==> src/rtl/router_ingress_sched.sv <==
// Round-robin ingress scheduler: forwards one source's whole packet (header, payload, generated XOR parity) and discards address-3 packets.
// Latency: grant one edge after a request is seen in IDLE; an accepted byte reaches data_out_o on the following edge.
// Backpressure: busy_i freezes data_out_o/pkt_valid_o and deasserts src_ready_o; a packet being discarded ignores busy_i.
module router_ingress_sched #(
    parameter int NUM_SRC    = 2,  // 2..4
    parameter int GAP_CYCLES = 2   // must be at least 1
) (
    input  logic                   clock_i,
    input  logic                   reset_i,
    input  logic [NUM_SRC-1:0]     src_valid_i,
    input  logic [8*NUM_SRC-1:0]   src_data_i,
    output logic [NUM_SRC-1:0]     src_ready_o,
    input  logic                   busy_i,
    output logic                   pkt_valid_o,
    output logic [7:0]             data_out_o,
    output logic [NUM_SRC-1:0]     grant_o,
    output logic                   drop_pkt_o
);

    localparam int IW = (NUM_SRC > 1) ? $clog2(NUM_SRC) : 1;
    localparam int GW = $clog2(GAP_CYCLES + 1);

    typedef enum logic [2:0] {
        S_IDLE, S_HDR, S_PAY, S_PAR, S_DROP, S_GAP
    } state_t;

    state_t            state_q, state_d;
    logic [NUM_SRC-1:0] grant_q, grant_d;
    logic [IW-1:0]     sel_q, sel_d;
    logic [IW-1:0]     rr_ptr_q, rr_ptr_d;
    logic [5:0]        cnt_q, cnt_d;
    logic [7:0]        parity_q, parity_d;
    logic [7:0]        data_q, data_d;
    logic              pkt_valid_q, pkt_valid_d;
    logic              drop_q, drop_d;
    logic [GW-1:0]     gap_q, gap_d;

    // Byte and valid of the currently selected source.
    logic              cur_vld;
    logic [7:0]        cur_dat;
    assign cur_vld = src_valid_i[sel_q];
    assign cur_dat = src_data_i[{sel_q, 3'b000} +: 8];

    // Round-robin search: first requester at or after rr_ptr_q, wrapping.
    logic              found;
    logic [IW-1:0]     win;
    logic [IW-1:0]     rr_idx;
    logic [NUM_SRC-1:0] win_oh;
    always_comb begin
        found  = 1'b0;
        win    = '0;
        rr_idx = '0;
        win_oh = '0;
        for (int k = 0; k < NUM_SRC; k++) begin
            rr_idx = IW'((int'(rr_ptr_q) + k) % NUM_SRC);
            if (!found && src_valid_i[rr_idx]) begin
                found       = 1'b1;
                win         = rr_idx;
                win_oh      = '0;
                win_oh[rr_idx] = 1'b1;
            end
        end
    end

    // Next-state and handshake logic for the packet FSM.
    always_comb begin
        state_d     = state_q;
        grant_d     = grant_q;
        sel_d       = sel_q;
        rr_ptr_d    = rr_ptr_q;
        cnt_d       = cnt_q;
        parity_d    = parity_q;
        data_d      = data_q;
        pkt_valid_d = pkt_valid_q;
        drop_d      = 1'b0;
        gap_d       = gap_q;
        src_ready_o = '0;
        case (state_q)
            S_IDLE: begin
                if (found) begin
                    grant_d  = win_oh;
                    sel_d    = win;
                    rr_ptr_d = (int'(win) == NUM_SRC - 1) ? '0 : win + 1'b1;
                    state_d  = S_HDR;
                end
            end
            S_HDR: begin
                if (!busy_i) begin
                    src_ready_o = grant_q;
                    if (cur_vld) begin
                        cnt_d    = cur_dat[7:2];
                        parity_d = cur_dat;
                        if (cur_dat[1:0] == 2'b11) begin
                            // Zero-length illegal packet is already fully consumed.
                            if (cur_dat[7:2] == 6'd0) begin
                                drop_d  = 1'b1;
                                grant_d = '0;
                                gap_d   = '0;
                                state_d = S_GAP;
                            end else begin
                                state_d = S_DROP;
                            end
                        end else begin
                            data_d      = cur_dat;
                            pkt_valid_d = 1'b1;
                            state_d     = S_PAY;
                        end
                    end
                end
            end
            S_PAY: begin
                // cnt_q == 0 means the last byte is on the output; parity follows once it is taken.
                if (!busy_i) begin
                    if (cnt_q == 6'd0) begin
                        data_d      = parity_q;
                        pkt_valid_d = 1'b0;
                        state_d     = S_PAR;
                    end else begin
                        src_ready_o = grant_q;
                        if (cur_vld) begin
                            data_d   = cur_dat;
                            parity_d = parity_q ^ cur_dat;
                            cnt_d    = cnt_q - 6'd1;
                        end
                    end
                end
            end
            S_PAR: begin
                if (!busy_i) begin
                    data_d  = 8'h00;
                    grant_d = '0;
                    gap_d   = '0;
                    state_d = S_GAP;
                end
            end
            S_DROP: begin
                src_ready_o = grant_q;
                if (cur_vld) begin
                    cnt_d = cnt_q - 6'd1;
                    if (cnt_q == 6'd1) begin
                        drop_d  = 1'b1;
                        grant_d = '0;
                        gap_d   = '0;
                        state_d = S_GAP;
                    end
                end
            end
            S_GAP: begin
                if (gap_q == GW'(GAP_CYCLES - 1)) begin
                    state_d = S_IDLE;
                end else begin
                    gap_d = gap_q + 1'b1;
                end
            end
            default: state_d = S_IDLE;
        endcase
    end

    // State and datapath registers with synchronous reset.
    always_ff @(posedge clock_i) begin
        if (reset_i) begin
            state_q     <= S_IDLE;
            grant_q     <= '0;
            sel_q       <= '0;
            rr_ptr_q    <= '0;
            cnt_q       <= '0;
            parity_q    <= '0;
            data_q      <= '0;
            pkt_valid_q <= 1'b0;
            drop_q      <= 1'b0;
            gap_q       <= '0;
        end else begin
            state_q     <= state_d;
            grant_q     <= grant_d;
            sel_q       <= sel_d;
            rr_ptr_q    <= rr_ptr_d;
            cnt_q       <= cnt_d;
            parity_q    <= parity_d;
            data_q      <= data_d;
            pkt_valid_q <= pkt_valid_d;
            drop_q      <= drop_d;
            gap_q       <= gap_d;
        end
    end

    assign pkt_valid_o = pkt_valid_q;
    assign data_out_o  = data_q;
    assign grant_o     = grant_q;
    assign drop_pkt_o  = drop_q;

endmodule
==> config.mk <==
export PLATFORM = sky130hd
export DESIGN_NAME = router_ingress_sched
export DESIGN_NICKNAME = d
export VERILOG_FILES = /design/src/rtl/router_ingress_sched.sv
export SDC_FILE = /design/constraint.sdc
export NUM_CORES = 1
export LEC_CHECK = 0
export ABC_AREA = 1
export CORE_ASPECT_RATIO = 0.7
export CORE_MARGIN = 4
export CORE_UTILIZATION = 59
export DETAILED_ROUTE_END_ITERATION = 8
export PLACE_DENSITY = 0.93
export SLEW_MARGIN = 10
export SYNTH_ARGS = -nofsm -noshare
export SYNTH_HDL_FRONTEND = slang
export SYNTH_SLANG_ARGS = --single-unit
==> constraint.sdc <==
create_clock -name clock_i -period 2.4 [get_ports clock_i]
set_input_delay 0.36 -clock clock_i [delete_from_list [all_inputs] [get_ports clock_i]]
set_output_delay 0.36 -clock clock_i [all_outputs]
set_load 0.02 [all_outputs]
**After elaboration in Yosys (flattened, before gate mapping)**

Cells that the tools add are included.

- Add/subtract/negate cells: 4
- Magnitude comparators: 5
- Equal/unequal tests: 24
- Shifts and indexed selects: 1
- Muxes and demuxes: 76
- Bitwise operators: 1
- Reductions and logical operators: 20

Operator list:

| kind | count |
|---|---|
| $mux 8 | 11 |
| $mux 3 | 10 |
| $mux 6 | 5 |
| $ne 2x2->1 const B | 15 |
| $mux 2 | 14 |
| $reduce_and 9->1 | 3 |
| $mux 1 | 25 |
| $pmux 8 s3 | 1 |
| $pmux 3 s6 | 1 |
| $pmux 6 s3 | 1 |
| $pmux 2 s4 | 2 |
| $pmux 8 s2 | 1 |
| $shiftx 16x5->8 | 1 |
| $logic_not 6->1 | 2 |
| $reduce_and 6->1 | 2 |
| $reduce_bool 4->1 | 2 |
| $xor 8x8->8 | 1 |
| $reduce_and 7->1 | 1 |
| $eq 3x2->1 const B | 2 |
| $eq 3x3->1 const B | 2 |
| $eq 6x1->1 const B | 1 |
| $lt 1x2->1 const B | 3 |
| $pmux 2 s3 | 1 |
| $reduce_bool 3->1 | 2 |
| 16 further kinds | 22 |

- Bits in registers: 33
- Input port bits: 21
- Output and inout bits: 14
- Word-level logic and storage cells: 141

**Logic depth before layout (Yosys ltp)**

- Depth after elaboration: 8
- Mapped depth: 11
- Depth with buffers taken out: 11

**Worst setup path before layout**

OpenSTA, ideal clock, no wires.

- Path kind: register to output
- Start: reg state_q[2]
- End: out src_ready_o[0]
- Data arrival time: 1364 ps
- Path slack: 676 ps
- Stages on the path, launching flop included: 10
- Cell sequence: dfxtp_1 buf_6 inv_4 nand2_1 nor2_2 buf_4 nand2_2 nand3_1 o21ai_0 nor2_1

- Word-level cells in the longest chain between the ends: 2
- Elaborated cells between the ends (all ways): 4
- Those cells by class: eq/ne: 3; mux: 1

Ends and longest elaborated chain:

| element | line | text |
|---|---|---|
| start, declared | 27 | `state_t state_q, state_d;` |
| start signal, assigned | 173 | `state_q <= state_d;` |
| $eq 3x3->1, or another cell as far along | 78 | `case (state_q)` |
| $pmux 2 s3 (*) | 78 |  |
| end, declared | 12 | `output logic [NUM_SRC-1:0] src_ready_o,` |

Every way passes the cells marked *; elsewhere a longest branch is shown, timed or not.

**Worst setup path in the final report**

- Start: reg cnt_q[0]
- End: out src_ready_o[0]

- Word-level cells in the longest chain between the ends: 4

Ends and longest elaborated chain:

| element | line | text |
|---|---|---|
| start, declared | 31 | `logic [5:0] cnt_q, cnt_d;` |
| start signal, assigned | 177 | `cnt_q <= cnt_d;` |
| $logic_not 6->1 | 114 | `if (cnt_q == 6'd0) begin` |
| $mux 2 | 114 |  |
| $mux 2 | 113 | `if (!busy_i) begin` |
| $pmux 2 s3 | 78 |  |

No other way between the ends.

==> impl_metrics.json <==
{
  "worstHoldStart": "parity_q[7]",
  "place_inst": 498,
  "dr.max_layer_used": "met4",
  "grt.overflow.total": 0,
  "endpoint_kind": "output port",
  "cts.sinks": 33,
  "synth_area_leaders": "dfxtp_1, nand2_1, nor2_1",
  "gp_congestion": 0.902,
  "irDropWorstVdd_uv": 780,
  "synth_most_common_cell": "nand2_1",
  "drtAntennaViolNets": 0,
  "worst-path-max-fanout": 5,
  "async_reset_ff_share_pct": 0,
  "netlist.top_cell.by_area": "dfxtp_1",
  "row_count": 19,
  "n_antenna_cell": 0,
  "holdPathStages": 2,
  "grt_antenna_before_repair": 0,
  "layoutNonFillerInstCount": 506,
  "synth-seq-cells": 33,
  "syn2layout_area_growth_pct": 19.7,
  "startpoint": "cnt_q[0]",
  "tightestPinTransition_ns": 0.579,
  "h-tree-depth": 2,
  "reg2reg_depth": 10,
  "synth-edff-count": 0,
  "final_util_pct": 73.2,
  "synth_commonest_cells": "nand2_1, nor2_1, inv_1",
  "clk_pin_slew_worst_paths_ns": 0.07,
  "status": "complete, no violations",
  "cp.required_ns": 2.04,
  "arrival_ns": 1.76,
  "syn_inst": 413,
  "period_needed_ns": 2.12,
  "m1WireLength_um": 2840,
  "startpoint_type": "flip-flop",
  "max_freq_mhz": 472,
  "cp_slowest_stage_delay_ns": 0.39,
  "cts_root_buf": "clkbuf_8",
  "portBuffers": 34,
  "finalSetupTns_ns": 0,
  "worstSetupPathType": "flip-flop to output port",
  "start_util_pct": 61.1,
  "wl_um": 6330,
  "final-hold-violation-count": 0,
  "num-nets-final": 477,
  "slew_violations": 0,
  "power_mw": 3.50,
  "drc": 0,
  "routedWlPerCell_um": 12.5,
  "coreArea_um2": 3920,
  "crit_top_cell": "nand3_1",
  "syn_area_um2": 2400,
  "synth_flop_cell": "dfxtp_1",
  "powerDensity_nw_per_um2": 1220,
  "r2r_slack_ns": 0.49,
  "dieWidth_um": 84.2,
  "yosys.cell_types.count": 30,
  "path_cells": "inv_1 > ha_1 > nand3_1 > nand2_2 > nand3_1 > o21ai_0 > nor2_1 > clkbuf_2",
  "clock_latency_ns": 0.29,
  "finalClockSkew_ns": 0.00386,
  "drv_cap": 0,
  "grt_max_degree": 20,
  "dr_wl_met3_um": 549,
  "cts_made_buffers": 5,
  "crit_end": "src_ready_o[0]",
  "clk_path_buf_depth": 2,
  "synth_warnings": 0,
  "rsz0062_at_grt": "no",
  "seq_area_frac_synth_pct": 27.6,
  "postCtsSetupBuffers": 0,
  "synth_top_area_share_pct": 27.6,
  "wl_met2_um": 2860,
  "dr.pass1.iters": 5,
  "cts_tree": "yes",
  "r2r_end": "cnt_q[1]",
  "pin_count": 35,
  "fp.dieH_um": 61.3,
  "viasPerCell": 5.21,
  "hpwl_um": 4860,
  "grt.total_usage_pct": 24.5,
  "grt_pass1_wl_um": 10100,
  "setup_viol": 0,
  "min_path_type": "flip-flop to flip-flop",
  "vias": 2634,
  "r2r-start": "state_q[0]",
  "synth_area_per_cell_um2": 5.80,
  "die-area_um2": 5160,
  "p_leak_nw": 1.40,
  "slowest_stage": "dfxtp_1",
  "drive_gt1_share_pct": 9.91,
  "n_fill_cell": 338,
  "first_iter_violations": 267,
  "slew_headroom_pct": 61.1,
  "period_share_pct": 88.4,
  "synthesis.nets": 437,
  "cts_hold_buf": 0,
  "grt_pass1_vias": 2189
}
## critical path, delay by kind of cell (launching register included)
| kind | cells | cell delay [ns] |
|---|---|---|
| flip-flops | 1 | 0.39 |
| AND/OR/NAND/NOR | 4 | 0.40 |
| adder cells (fa/ha/maj) | 1 | 0.26 |
| buffers and inverters | 2 | 0.28 |
| AO/OA/AOI/OAI | 1 | 0.13 |
## worst min path at each step
stage	endpoint	slack [ns]
after floorplan	parity_q[2]	0.43
after global placement	parity_q[2]	0.47
after detailed placement	parity_q[7]	0.47
after CTS	parity_q[7]	0.48
after global routing	parity_q[6]	0.52
final	parity_q[7]	0.48
## timing repair
item,4_1_cts,5_1_grt
gates resized for setup,2,4
setup endpoints to repair,2,2
pin swaps,0,0
cloned,0,0
## where the power goes
group	total [mW]	switching, mW	internal, mW
Clock	0.422	0.222	0.200
Combinational	2.19	1.41	0.782
Sequential	0.891	0.160	0.730
Total	3.50	1.79	1.71
## cell type report
type / instances / area [um^2] / area share, %
Clock buffer: 5 / 68.8 / 2.40
Inverter: 66 / 251 / 8.76
Sequential cell: 33 / 661 / 23.0
Tap cell: 52 / 65.1 / 2.27
Timing Repair Buffer: 42 / 390 / 13.6
Clock inverter: 3 / 17.5 / 0.610
Multi-Input combinational cell: 305 / 1420 / 49.3
## layout by cell type (no fill, tap or decap)
cell	count
nor3_1	2
o21ai_0	37
clkdlybuf4s50_1	32
nand4_4	2
inv_2	4
clkinv_1	1
nand2_2	6
nand4_2	1
buf_4	8
a211oi_1	1
nand2_1	123
ha_1	3
o31ai_1	1
clkbuf_8	5
nor2_1	75
xnor2_1	1
clkbuf_2	2
nand2_4	2
inv_1	59
a21oi_1	17
nand4_1	4
o21ai_1	1
inv_4	1
nand3_1	18
dfxtp_1	33
clkinvlp_4	1
nor2_4	3
o21bai_1	1
clkinv_2	3
nor2_2	4
nand3_2	3
## cell families after synthesis
kind of cell,after synthesis,synth area share (%)
simple gates,243,44.7
buf+inv,75,13.4
compound gates,58,12.4
flops,33,27.6
fa+ha+maj,3,1.57
xor+xnor,1,0.365
## per-stage QoR
| stage | area [um^2] | worst slack [ns] | hold WS (ns) |
|---|---|---|---|
| 2_1_floorplan | 2400 | 0.676 | 0.429 |
| 3_3_place_gp | 2790 | 0.247 | 0.470 |
| 3_5_place_dp | 2790 | 0.142 | 0.472 |
| 4_1_cts | 2880 | 0.0952 | 0.483 |
| 5_1_grt | 2870 | 0.0379 | 0.516 |
| 6_report | 2870 | 0.279 | 0.482 |
## flip-flops by register name, summed over array words and instances (netlist names)
signal	count
state_q	3
data_out_o	8
cnt_q	6
parity_q	8
pkt_valid_o	1
drop_pkt_o	1
gap_q	2
sel_q	1
grant_o	2
rr_ptr_q	1
## routing by layer
layer  GRT usage (%)  vias up
met5               0        -
met4            7.11        0
met3            5.35        9
met2            41.5      106
met1            32.3     1165
li1                -     1354
Power figures use the tool's default switching activity.
